`src/rtl/ex_mem_pipe_if.sv`:
```
// EX->MEM pipeline bus: stage control, EX-side payload, registered MEM-side
// payload and the multi-cycle feedback returned to EX.
interface ex_mem_pipe_if #(
  parameter int DATA_W    = 32,
  parameter int REGADDR_W = 5,
  parameter int ALUOP_W   = 8,
  parameter int CNT_W     = 2,
  parameter int BUBBLE_W  = 16
);

  // stage control
  logic                   flush;
  logic                   stall_ex;
  logic                   stall_mem;

  // EX-side payload
  logic                   ex_valid;
  logic [REGADDR_W-1:0]   ex_wd;
  logic                   ex_wreg;
  logic [DATA_W-1:0]      ex_wdata;
  logic                   ex_whilo;
  logic [DATA_W-1:0]      ex_hi;
  logic [DATA_W-1:0]      ex_lo;
  logic [ALUOP_W-1:0]     ex_aluop;
  logic [DATA_W-1:0]      ex_mem_addr;
  logic [DATA_W-1:0]      ex_reg2;
  logic [2*DATA_W-1:0]    ex_hilo_temp;
  logic [CNT_W-1:0]       ex_cnt;

  // MEM-side registered payload
  logic                   mem_valid;
  logic [REGADDR_W-1:0]   mem_wd;
  logic                   mem_wreg;
  logic [DATA_W-1:0]      mem_wdata;
  logic                   mem_whilo;
  logic [DATA_W-1:0]      mem_hi;
  logic [DATA_W-1:0]      mem_lo;
  logic [ALUOP_W-1:0]     mem_aluop;
  logic [DATA_W-1:0]      mem_mem_addr;
  logic [DATA_W-1:0]      mem_reg2;

  // feedback to EX and statistics
  logic [2*DATA_W-1:0]    hilo_temp_o;
  logic [CNT_W-1:0]       cnt_o;
  logic [BUBBLE_W-1:0]    bubble_cnt;

  // the side that owns the EX stage and consumes the registered outputs
  modport master (
    output flush, stall_ex, stall_mem,
    output ex_valid, ex_wd, ex_wreg, ex_wdata, ex_whilo, ex_hi, ex_lo,
    output ex_aluop, ex_mem_addr, ex_reg2, ex_hilo_temp, ex_cnt,
    input  mem_valid, mem_wd, mem_wreg, mem_wdata, mem_whilo, mem_hi, mem_lo,
    input  mem_aluop, mem_mem_addr, mem_reg2,
    input  hilo_temp_o, cnt_o, bubble_cnt
  );

  // the pipeline register itself
  modport slave (
    input  flush, stall_ex, stall_mem,
    input  ex_valid, ex_wd, ex_wreg, ex_wdata, ex_whilo, ex_hi, ex_lo,
    input  ex_aluop, ex_mem_addr, ex_reg2, ex_hilo_temp, ex_cnt,
    output mem_valid, mem_wd, mem_wreg, mem_wdata, mem_whilo, mem_hi, mem_lo,
    output mem_aluop, mem_mem_addr, mem_reg2,
    output hilo_temp_o, cnt_o, bubble_cnt
  );

endinterface

```
`src/rtl/ex_mem_pipe.sv`:
```
// EX->MEM pipeline register with flush, hold and bubble insertion.
// While EX is stalled the MADD/MSUB partial product and cycle index are
// captured and handed back to EX; inserted bubbles are counted (saturating).
module ex_mem_pipe #(
  parameter int DATA_W    = 32,
  parameter int REGADDR_W = 5,
  parameter int ALUOP_W   = 8,
  parameter int CNT_W     = 2,
  parameter int BUBBLE_W  = 16
) (
  input logic          clk,
  input logic          rst,
  ex_mem_pipe_if.slave bus
);

  // what this edge does to the stage, highest priority first after reset
  typedef enum logic [1:0] {
    ACT_FLUSH   = 2'd0,
    ACT_HOLD    = 2'd1,
    ACT_BUBBLE  = 2'd2,
    ACT_ADVANCE = 2'd3
  } action_e;

  // everything that travels EX->MEM as one unit
  typedef struct packed {
    logic                 valid;
    logic [REGADDR_W-1:0] wd;
    logic                 wreg;
    logic [DATA_W-1:0]    wdata;
    logic                 whilo;
    logic [DATA_W-1:0]    hi;
    logic [DATA_W-1:0]    lo;
    logic [ALUOP_W-1:0]   aluop;
    logic [DATA_W-1:0]    mem_addr;
    logic [DATA_W-1:0]    reg2;
  } payload_t;

  action_e             action;
  payload_t            ex_payload;
  payload_t            payload_q;
  logic [2*DATA_W-1:0] hilo_temp_q;
  logic [CNT_W-1:0]    cnt_q;
  logic [BUBBLE_W-1:0] bubble_q;
  logic [BUBBLE_W-1:0] bubble_inc;

  // gather the EX-side fields into one payload word
  always_comb begin
    ex_payload          = '0;
    ex_payload.valid    = bus.ex_valid;
    ex_payload.wd       = bus.ex_wd;
    ex_payload.wreg     = bus.ex_wreg;
    ex_payload.wdata    = bus.ex_wdata;
    ex_payload.whilo    = bus.ex_whilo;
    ex_payload.hi       = bus.ex_hi;
    ex_payload.lo       = bus.ex_lo;
    ex_payload.aluop    = bus.ex_aluop;
    ex_payload.mem_addr = bus.ex_mem_addr;
    ex_payload.reg2     = bus.ex_reg2;
  end

  // pick the stage action; stall_mem alone is treated as a hold as well
  always_comb begin
    action = ACT_ADVANCE;
    if (bus.flush) begin
      action = ACT_FLUSH;
    end else if (bus.stall_mem) begin
      action = ACT_HOLD;
    end else if (bus.stall_ex) begin
      action = ACT_BUBBLE;
    end
  end

  // bubble counter stops at all-ones instead of wrapping
  always_comb begin
    bubble_inc = bubble_q;
    if (bubble_q != {BUBBLE_W{1'b1}}) begin
      bubble_inc = bubble_q + {{(BUBBLE_W-1){1'b0}}, 1'b1};
    end
  end

  // MEM payload: copy on advance, keep on hold, zero (NOP) otherwise
  always_ff @(posedge clk) begin
    if (rst) begin
      payload_q <= '0;
    end else begin
      case (action)
        ACT_ADVANCE: payload_q <= ex_payload;
        ACT_HOLD:    payload_q <= payload_q;
        default:     payload_q <= '0;
      endcase
    end
  end

  // multi-cycle feedback: captured only while EX sits in a bubble
  always_ff @(posedge clk) begin
    if (rst) begin
      hilo_temp_q <= '0;
      cnt_q       <= '0;
    end else begin
      case (action)
        ACT_BUBBLE: begin
          hilo_temp_q <= bus.ex_hilo_temp;
          cnt_q       <= bus.ex_cnt;
        end
        ACT_HOLD: begin
          hilo_temp_q <= hilo_temp_q;
          cnt_q       <= cnt_q;
        end
        default: begin
          hilo_temp_q <= '0;
          cnt_q       <= '0;
        end
      endcase
    end
  end

  // bubble statistics survive flushes; only reset clears them
  always_ff @(posedge clk) begin
    if (rst) begin
      bubble_q <= '0;
    end else if (action == ACT_BUBBLE) begin
      bubble_q <= bubble_inc;
    end
  end

  assign bus.mem_valid    = payload_q.valid;
  assign bus.mem_wd       = payload_q.wd;
  assign bus.mem_wreg     = payload_q.wreg;
  assign bus.mem_wdata    = payload_q.wdata;
  assign bus.mem_whilo    = payload_q.whilo;
  assign bus.mem_hi       = payload_q.hi;
  assign bus.mem_lo       = payload_q.lo;
  assign bus.mem_aluop    = payload_q.aluop;
  assign bus.mem_mem_addr = payload_q.mem_addr;
  assign bus.mem_reg2     = payload_q.reg2;
  assign bus.hilo_temp_o  = hilo_temp_q;
  assign bus.cnt_o        = cnt_q;
  assign bus.bubble_cnt   = bubble_q;

endmodule

```
`src/flat_wrapper.sv`:
```
// flat-port wrapper written by rule: the top's interface ports become plain ports
module ex_mem_pipe_flat 
#(
  parameter int DATA_W    = 32,
  parameter int REGADDR_W = 5,
  parameter int ALUOP_W   = 8,
  parameter int CNT_W     = 2,
  parameter int BUBBLE_W  = 16
)
  (clk, rst, bus_flush, bus_stall_ex, bus_stall_mem, bus_ex_valid, bus_ex_wd, bus_ex_wreg, bus_ex_wdata, bus_ex_whilo, bus_ex_hi, bus_ex_lo, bus_ex_aluop, bus_ex_mem_addr, bus_ex_reg2, bus_ex_hilo_temp, bus_ex_cnt, bus_mem_valid, bus_mem_wd, bus_mem_wreg, bus_mem_wdata, bus_mem_whilo, bus_mem_hi, bus_mem_lo, bus_mem_aluop, bus_mem_mem_addr, bus_mem_reg2, bus_hilo_temp_o, bus_cnt_o, bus_bubble_cnt);
  ex_mem_pipe_if #(.DATA_W(DATA_W), .REGADDR_W(REGADDR_W), .ALUOP_W(ALUOP_W), .CNT_W(CNT_W), .BUBBLE_W(BUBBLE_W)) bus_i ();
  input logic clk;
  input logic rst;
  input wire logic [$bits(bus_i.flush)-1:0] bus_flush;
  input wire logic [$bits(bus_i.stall_ex)-1:0] bus_stall_ex;
  input wire logic [$bits(bus_i.stall_mem)-1:0] bus_stall_mem;
  input wire logic [$bits(bus_i.ex_valid)-1:0] bus_ex_valid;
  input wire logic [$bits(bus_i.ex_wd)-1:0] bus_ex_wd;
  input wire logic [$bits(bus_i.ex_wreg)-1:0] bus_ex_wreg;
  input wire logic [$bits(bus_i.ex_wdata)-1:0] bus_ex_wdata;
  input wire logic [$bits(bus_i.ex_whilo)-1:0] bus_ex_whilo;
  input wire logic [$bits(bus_i.ex_hi)-1:0] bus_ex_hi;
  input wire logic [$bits(bus_i.ex_lo)-1:0] bus_ex_lo;
  input wire logic [$bits(bus_i.ex_aluop)-1:0] bus_ex_aluop;
  input wire logic [$bits(bus_i.ex_mem_addr)-1:0] bus_ex_mem_addr;
  input wire logic [$bits(bus_i.ex_reg2)-1:0] bus_ex_reg2;
  input wire logic [$bits(bus_i.ex_hilo_temp)-1:0] bus_ex_hilo_temp;
  input wire logic [$bits(bus_i.ex_cnt)-1:0] bus_ex_cnt;
  output wire logic [$bits(bus_i.mem_valid)-1:0] bus_mem_valid;
  output wire logic [$bits(bus_i.mem_wd)-1:0] bus_mem_wd;
  output wire logic [$bits(bus_i.mem_wreg)-1:0] bus_mem_wreg;
  output wire logic [$bits(bus_i.mem_wdata)-1:0] bus_mem_wdata;
  output wire logic [$bits(bus_i.mem_whilo)-1:0] bus_mem_whilo;
  output wire logic [$bits(bus_i.mem_hi)-1:0] bus_mem_hi;
  output wire logic [$bits(bus_i.mem_lo)-1:0] bus_mem_lo;
  output wire logic [$bits(bus_i.mem_aluop)-1:0] bus_mem_aluop;
  output wire logic [$bits(bus_i.mem_mem_addr)-1:0] bus_mem_mem_addr;
  output wire logic [$bits(bus_i.mem_reg2)-1:0] bus_mem_reg2;
  output wire logic [$bits(bus_i.hilo_temp_o)-1:0] bus_hilo_temp_o;
  output wire logic [$bits(bus_i.cnt_o)-1:0] bus_cnt_o;
  output wire logic [$bits(bus_i.bubble_cnt)-1:0] bus_bubble_cnt;
  assign bus_i.flush = bus_flush;
  assign bus_i.stall_ex = bus_stall_ex;
  assign bus_i.stall_mem = bus_stall_mem;
  assign bus_i.ex_valid = bus_ex_valid;
  assign bus_i.ex_wd = bus_ex_wd;
  assign bus_i.ex_wreg = bus_ex_wreg;
  assign bus_i.ex_wdata = bus_ex_wdata;
  assign bus_i.ex_whilo = bus_ex_whilo;
  assign bus_i.ex_hi = bus_ex_hi;
  assign bus_i.ex_lo = bus_ex_lo;
  assign bus_i.ex_aluop = bus_ex_aluop;
  assign bus_i.ex_mem_addr = bus_ex_mem_addr;
  assign bus_i.ex_reg2 = bus_ex_reg2;
  assign bus_i.ex_hilo_temp = bus_ex_hilo_temp;
  assign bus_i.ex_cnt = bus_ex_cnt;
  assign bus_mem_valid = bus_i.mem_valid;
  assign bus_mem_wd = bus_i.mem_wd;
  assign bus_mem_wreg = bus_i.mem_wreg;
  assign bus_mem_wdata = bus_i.mem_wdata;
  assign bus_mem_whilo = bus_i.mem_whilo;
  assign bus_mem_hi = bus_i.mem_hi;
  assign bus_mem_lo = bus_i.mem_lo;
  assign bus_mem_aluop = bus_i.mem_aluop;
  assign bus_mem_mem_addr = bus_i.mem_mem_addr;
  assign bus_mem_reg2 = bus_i.mem_reg2;
  assign bus_hilo_temp_o = bus_i.hilo_temp_o;
  assign bus_cnt_o = bus_i.cnt_o;
  assign bus_bubble_cnt = bus_i.bubble_cnt;
  ex_mem_pipe #(.DATA_W(DATA_W), .REGADDR_W(REGADDR_W), .ALUOP_W(ALUOP_W), .CNT_W(CNT_W), .BUBBLE_W(BUBBLE_W)) u_core (.clk(clk), .rst(rst), .bus(bus_i));
endmodule
```
`config.mk`:
```
export PLATFORM = sky130hd
export DESIGN_NAME = ex_mem_pipe_flat
export DESIGN_NICKNAME = d
export VERILOG_FILES = /design/src/rtl/ex_mem_pipe_if.sv /design/src/rtl/ex_mem_pipe.sv /design/src/flat_wrapper.sv
export SDC_FILE = /design/constraint.sdc
export NUM_CORES = 1
export LEC_CHECK = 0
export BUFFER_PORTS_ARGS = -buffer_cell sky130_fd_sc_hd__buf_2
export CORE_AREA = 2 2 198 200
export CTS_CLUSTER_DIAMETER = 200
export DETAILED_ROUTE_END_ITERATION = 7
export DIE_AREA = 0 0 200 202
export GPL_TIMING_DRIVEN = 0
export SYNTH_ARGS = -nofsm -noshare
export SYNTH_HDL_FRONTEND = slang
export SYNTH_SLANG_ARGS = --single-unit
```
`constraint.sdc`:
```
create_clock -name clk -period 2.2 [get_ports clk]
set_clock_uncertainty 0.15 [all_clocks]
set_input_delay 0.22 -clock clk [delete_from_list [all_inputs] [get_ports clk]]
set_output_delay 0.22 -clock clk [all_outputs]
set_load 0.02 [all_outputs]
```
==> flow_summary.ini, run 1 <==
[status]
run_status = complete, no violations

[floorplan]
core-area_um2 = 38300
start_util_pct = 22.8
die_h_um = 202
die-area_um2 = 40400
fp-row-count = 72
ioPinCount = 505
die_w_um = 200

[placed_design]
dpl.hpwl_um = 25300
gp_congestion = 0.883
place_ws_ns = -0.852
placed_cells = 1925
placed_area_um2 = 11900
port_buffers = 503

[route]
postRouteAntennaNets = 0
dr.pass1.iters = 5
drc_errors = 0
routedWlPerCell_um = 16.3
drtIter0Drc = 535
vias_per_cell = 4.59
totalWireLength_um = 36100
vias = 10200

[pwr]
p_leak_nw = 6.91
finalPower_mw = 11.1
p_per_area_nw_per_um2 = 723
peakVddDrop_v = 0.000534

[final_layout]
final_area_um2 = 15300
drive_above_1_share_pct = 32.7
fin_cells = 2219
nNetsFinal = 1929
syn2layout_area_growth_pct = 75.8
fill_cells = 3724
antennaDiodeCount = 0

[sta]
fin_ws_ns = 0.168
slew_violations = 0
setup_viol = 0
hold_ws_ns = 0.0487
max-slew-margin-rel_pct = 23.4
worstMarginPinSlew_ns = 1.15
grt_setup_unrepaired = false
clock.fmax_mhz = 492
post-route-period-util_pct = 92.4
finalHoldViolations = 0
period_needed_ns = 2.03

[cts]
cts_buffer_depth = 3
cts.clk_slew.worst_paths_ns = 0.06
worstSkewPairLatency_ns = 0.54
cts_made_buffers = 28
htreeDepth = 1
clock-root-buffer = clkbuf_16
cts_tree = done
cts_num_sinks = 258

[worst_setup_path]
required_ns = 2.46
end_kind = flop
cp-start-kind = flop
path_max_fanout = 10
reg2reg_depth = 6
path_class = flop to flop
cp.arrival_ns = 2.29

[synthesis]
synth-edff-count = 0
synth.yosys.seq_area_share_pct = 59.2
yosys.cell_types.count = 30
ys_ff_latch = 258
syn_area_um2 = 8720
synthTopCellsByCount = 258 x dfxtp_1, 247 x nor2_1, 242 x a22oi_1, 76 x clkbuf_1, 13 x a21oi_1
synth_warnings = 0
synth.area.top_cells = dfxtp_1 59%, a22oi_1 21%, nor2_1 11%, clkbuf_1 3.3%, a21oi_1 0.75%
syn_avg_cell_area_um2 = 9.64
async_flop_share_pct = 0
yosys.area.top_type = dfxtp_1
synth_top_area_share_pct = 59.2
post-synth-top-count-cell = dfxtp_1
synth-main-ff-cell = dfxtp_1
syn_inst = 904
synth_nets = 1152

[run]
max-cap-violations = 0

[min_path]
holdPathStages = 4
hold_path_class = input pin to flop

[grt]
grt_pass1_vias = 10300
grt_max_degree = 14
grt_overflow_total = 0
antenna_found_initial = 1
grt_pass1_wl_um = 53400
grt_usage_pct = 16.6
## kinds of logic after synthesis
group | share of synthesized area, %
buffers and inverters | 3.70
adder cells (fa/ha/maj) | 0.143
multiplexers | 0.129
AO/OA/AOI/OAI | 22.8
AND/OR/NAND/NOR | 13.8
flip-flops | 59.2
XOR/XNOR | 0.201
## routing by layer
layer / up-vias / track usage (%) / wire [µm]
met5: - / 0 / 0
met4: 0 / 7.46 / 1450
met2: 483 / 30.5 / 18000
met3: 112 / 3.94 / 2780
li1: 4813 / - / -
met1: 4779 / 17.9 / 13900
## power breakdown
part           internal (mW)  leakage [nW]  total (mW)  switching (mW)
logic                  0.615          4.33        1.23           0.616
clock network           3.15         0.490        5.03            1.88
registers               4.76          2.09        4.82          0.0518
total                   8.53          6.91        11.1            2.55
## per-stage QoR
step	utilization (%)	setup TNS, ns
floorplan	-	0
global placement	31.0	-80.96
detailed placement	31.0	-94.95
CTS	40.0	0
global route	40.0	0
finish	40.0	0
## repair_timing
| action | 4_1_cts | 5_1_grt |
|---|---|---|
| setup endpoints to repair | 88 | 16 |
| pin swaps | 0 | 1 |
| hold endpoints to repair | 243 | 0 |
| setup buffers | 0 | 1 |
| hold buffers | 243 | 0 |
| cloned | 0 | 0 |
| resized for setup | 1 | 2 |
## registers in the layout, indices dropped and copies added, names as in the netlist
signal and cells:
u_core.bus.bubble_cnt 16, u_core.bus.mem_valid 1, u_core.bus.mem_aluop 8, u_core.bus.mem_lo 32, u_core.bus.mem_wd 5, u_core.bus.mem_mem_addr 32, u_core.bus.mem_reg2 32, u_core.bus.hilo_temp_o 64
u_core.bus.cnt_o 2, u_core.bus.mem_hi 32, u_core.bus.mem_whilo 1, u_core.bus.mem_wdata 32, u_core.bus.mem_wreg 1
## final cells by class
cell class                      instances  area, µm²  share of cell area (%)
Sequential cell                       258       5160                    33.7
Timing Repair Buffer                  747       4960                    32.3
Multi-Input combinational cell        561       3240                    21.1
Clock buffer                           39        813                    5.31
Tap cell                              518        648                    4.23
Buffer                                 83        317                    2.07
Clock inverter                         11        183                    1.19
Inverter                                2       7.51                  0.0490
## layout by cell type, fill, tap and decap left out, drive strengths merged, types with 2 or more instances in the layout
cell / n
dlygate4sd3: 243
and3: 2
nor2: 247
bufinv: 5
nand2: 7
xor2: 2
nand3: 3
inv: 2
or4: 6
nor2b: 2
a21oi: 13
buf: 511
a22oi: 242
or3: 5
nor3: 2
and4: 3
clkbuf: 115
nand4: 6
o21ai: 5
dfxtp: 258
clkinv: 5
o31ai: 7
## worst max-delay path: stages (launching register included)
cell,delay [ns]
dfxtp_1,0.40
ha_1,0.19
and3_1,0.25
nor4b_4,0.40
buf_2,0.30
nand3b_1,0.13
a21oi_1,0.07
## final timing paths
path	endpoint	slack (ns)	start
worst min-delay path	u_core.bus.bubble_cnt[1]$_SDFFE_PP0P_	0.05	bus_stall_ex
worst max-delay path	u_core.bus.bubble_cnt[1]$_SDFFE_PP0P_	0.17	u_core.bus.bubble_cnt[1]$_SDFFE_PP0P_
worst min register to register	u_core.bus.mem_lo[13]$_SDFFE_PP0P_	0.34	u_core.bus.mem_lo[13]$_SDFFE_PP0P_
worst max register to register	u_core.bus.bubble_cnt[1]$_SDFFE_PP0P_	0.17	u_core.bus.bubble_cnt[1]$_SDFFE_PP0P_
No activity file was read; power rests on OpenSTA's default activity.
==> run 2: changes to the inputs <==
CORE_AREA = 2 2 196 198   (was 2 2 198 200)
DIE_AREA = 0 0 198 200   (was 0 0 200 202)
clock period = 2.6 ns   (was 2.2 ns; I/O delays follow)
==> flow_summary.ini, run 2 (synthesized netlist as in run 1, its figures left out) <==
[floorplan]
core-area_um2 = 37400
start_util_pct = 23.3
die_w_um = 198
ioPinCount = 505
die-area_um2 = 39600
die_h_um = 200
fp-row-count = 71

[cts]
cts_tree = done
htreeDepth = 1
cts_num_sinks = 258
worstSkewPairLatency_ns = 0.54
clock-root-buffer = clkbuf_16
cts_buffer_depth = 3
cts_made_buffers = 28
post-cts-setup-buffers = 0
cts.clk_slew.worst_paths_ns = 0.05

[pwr]
p_sw_mw = 2.12
p_leak_nw = 6.84
finalPower_mw = 8.98
peakVddDrop_v = 0.000411
comb_power_share_pct = 11.6
p_per_area_nw_per_um2 = 591
p_int_mw = 6.86
p_clk_share_pct = 43.1
switching_share_pct = 23.6
sequentialPowerShare_pct = 45.4

[sta]
period_needed_ns = 2.10
finalHoldViolations = 0
fin_ws_ns = 0.497
setup_viol = 0
post-route-period-util_pct = 80.9
grt_setup_unrepaired = false
clock.fmax_mhz = 475
slew_violations = 0
max-slew-margin-rel_pct = 44.9
worstMarginPinSlew_ns = 0.827
tns_ns = 0

[route]
vias = 10100
drc_errors = 0
routedWlPerCell_um = 16.5
vias_per_cell = 4.60
totalWireLength_um = 36400
drtIter0Drc = 475
dr.pass1.iters = 6
postRouteAntennaNets = 0

[final_layout]
largest_reg_flops = 64
layout_commonest_cell = buf_2
nNetsFinal = 1927
layout_common_cells = 506 x buf_2, 258 x dfxtp_1, 247 x nor2_1
antennaDiodeCount = 0
drive_above_1_share_pct = 32.5
fin_cells = 2207
syn2layout_area_growth_pct = 74.4

[worst_setup_path]
path_max_fanout = 10
r2r_slack_ns = 0.50
cp-startpoint = u_core.bus.bubble_cnt[11]$_SDFFE_PP0P_
cp-start-kind = flop
r2r_end = u_core.bus.bubble_cnt[1]$_SDFFE_PP0P_
path_class = flop to flop
endpoint = u_core.bus.bubble_cnt[1]$_SDFFE_PP0P_
required_ns = 2.85
worstReg2RegStart = u_core.bus.bubble_cnt[11]$_SDFFE_PP0P_
end_kind = flop
cp.arrival_ns = 2.35
reg2reg_depth = 5

[placed_design]
placed_cells = 1918
place_ws_ns = -0.536
port_buffers = 503
gp_congestion = 0.851
dpl.hpwl_um = 25700

[grt]
grt_usage_pct = 17.0
grt_overflow_total = 0
grt_pass1_vias = 9934
grt_max_degree = 14
grt_pass1_wl_um = 53400
antenna_found_initial = 0

[min_path]
hold_path_class = input pin to flop
timing.hold.worst.start = rst

[status]
run_status = complete, no violations

[run]
max-cap-violations = 0
[run 2: cell types whose count changed in the layout (fill, tap and decap cells not counted)]
cell	before	now
buf_4	1	0
bufinv_16	5	1
clkbuf_1	80	81
clkbuf_2	1	0
clkbuf_8	5	7
clkinv_2	5	3
clkinvlp_4	1	2
dlygate4sd3_1	243	242
[run 2: worst max-delay path, cell delays in order, from the launching register on]
cell	delay (ns)
dfxtp_1	0.46
nand4_1	0.30
nor4b_4	0.54
buf_2	0.31
nand3b_1	0.14
a21oi_1	0.06
[run 2: routing by layer]
layer / wire length (µm) / vias to the layer above / GRT usage [%]
met5: 0 / - / 0
met4: 1470 / 0 / 7.88
met3: 2460 / 98 / 3.65
met2: 18000 / 451 / 30.3
met1: 14500 / 4790 / 19.6
li1: - / 4804 / -
[run 2: worst min path at each step]
stage / to / depth (start not counted)
final: u_core.bus.bubble_cnt[15]$_SDFFE_PP0P_ / 3
after global placement: u_core.bus.mem_wdata[30]$_SDFFE_PP0P_ / 2
after CTS: u_core.bus.bubble_cnt[15]$_SDFFE_PP0P_ / 3
after floorplan: u_core.bus.cnt_o[0]$_SDFFE_PP0P_ / 2
after global routing: u_core.bus.bubble_cnt[15]$_SDFFE_PP0P_ / 3
after detailed placement: u_core.bus.mem_mem_addr[18]$_SDFFE_PP0P_ / 2
[run 2: timing repair]
action / CTS / global route
endpoints found under the hold margin: 242 / 0
hold buffers: 242 / 0
gates resized for setup: 0 / 1
endpoints found under the setup margin: 0 / 4
[run 2: final cells by class]
type                            instances  area (µm²)
Timing Repair Buffer                  745        4940
Clock inverter                          6        60.1
Sequential cell                       258        5160
Multi-Input combinational cell        561        3240
Buffer                                 83         315
Tap cell                              511         639
Inverter                                2        7.51
Clock buffer                           41         841
Fill cell                            3645       22200
[run 2: stage by stage]
stage / cell area [µm²] / util (%) / hold slack [ns]
global route: 15200 / 40.7 / 0.0692
detailed placement: 11900 / 31.8 / 0.327
finish: 15200 / 40.7 / 0.0376
CTS: 15200 / 40.6 / 0.0325
floorplan: 8720 / - / 0.258
global placement: 11900 / 31.8 / 0.323
[run 2: power groups by stage]
stage / Clock (mW) / Sequential [mW] / Combinational [mW]
final: 3.87 / 4.08 / 1.04
after global placement: 0 / 4.16 / 0.731
after CTS: 3.97 / 4.07 / 1.03
after floorplan: 0 / 4.25 / 0.254
after global routing: 4.12 / 4.08 / 1.12
after detailed placement: 0 / 4.16 / 0.739
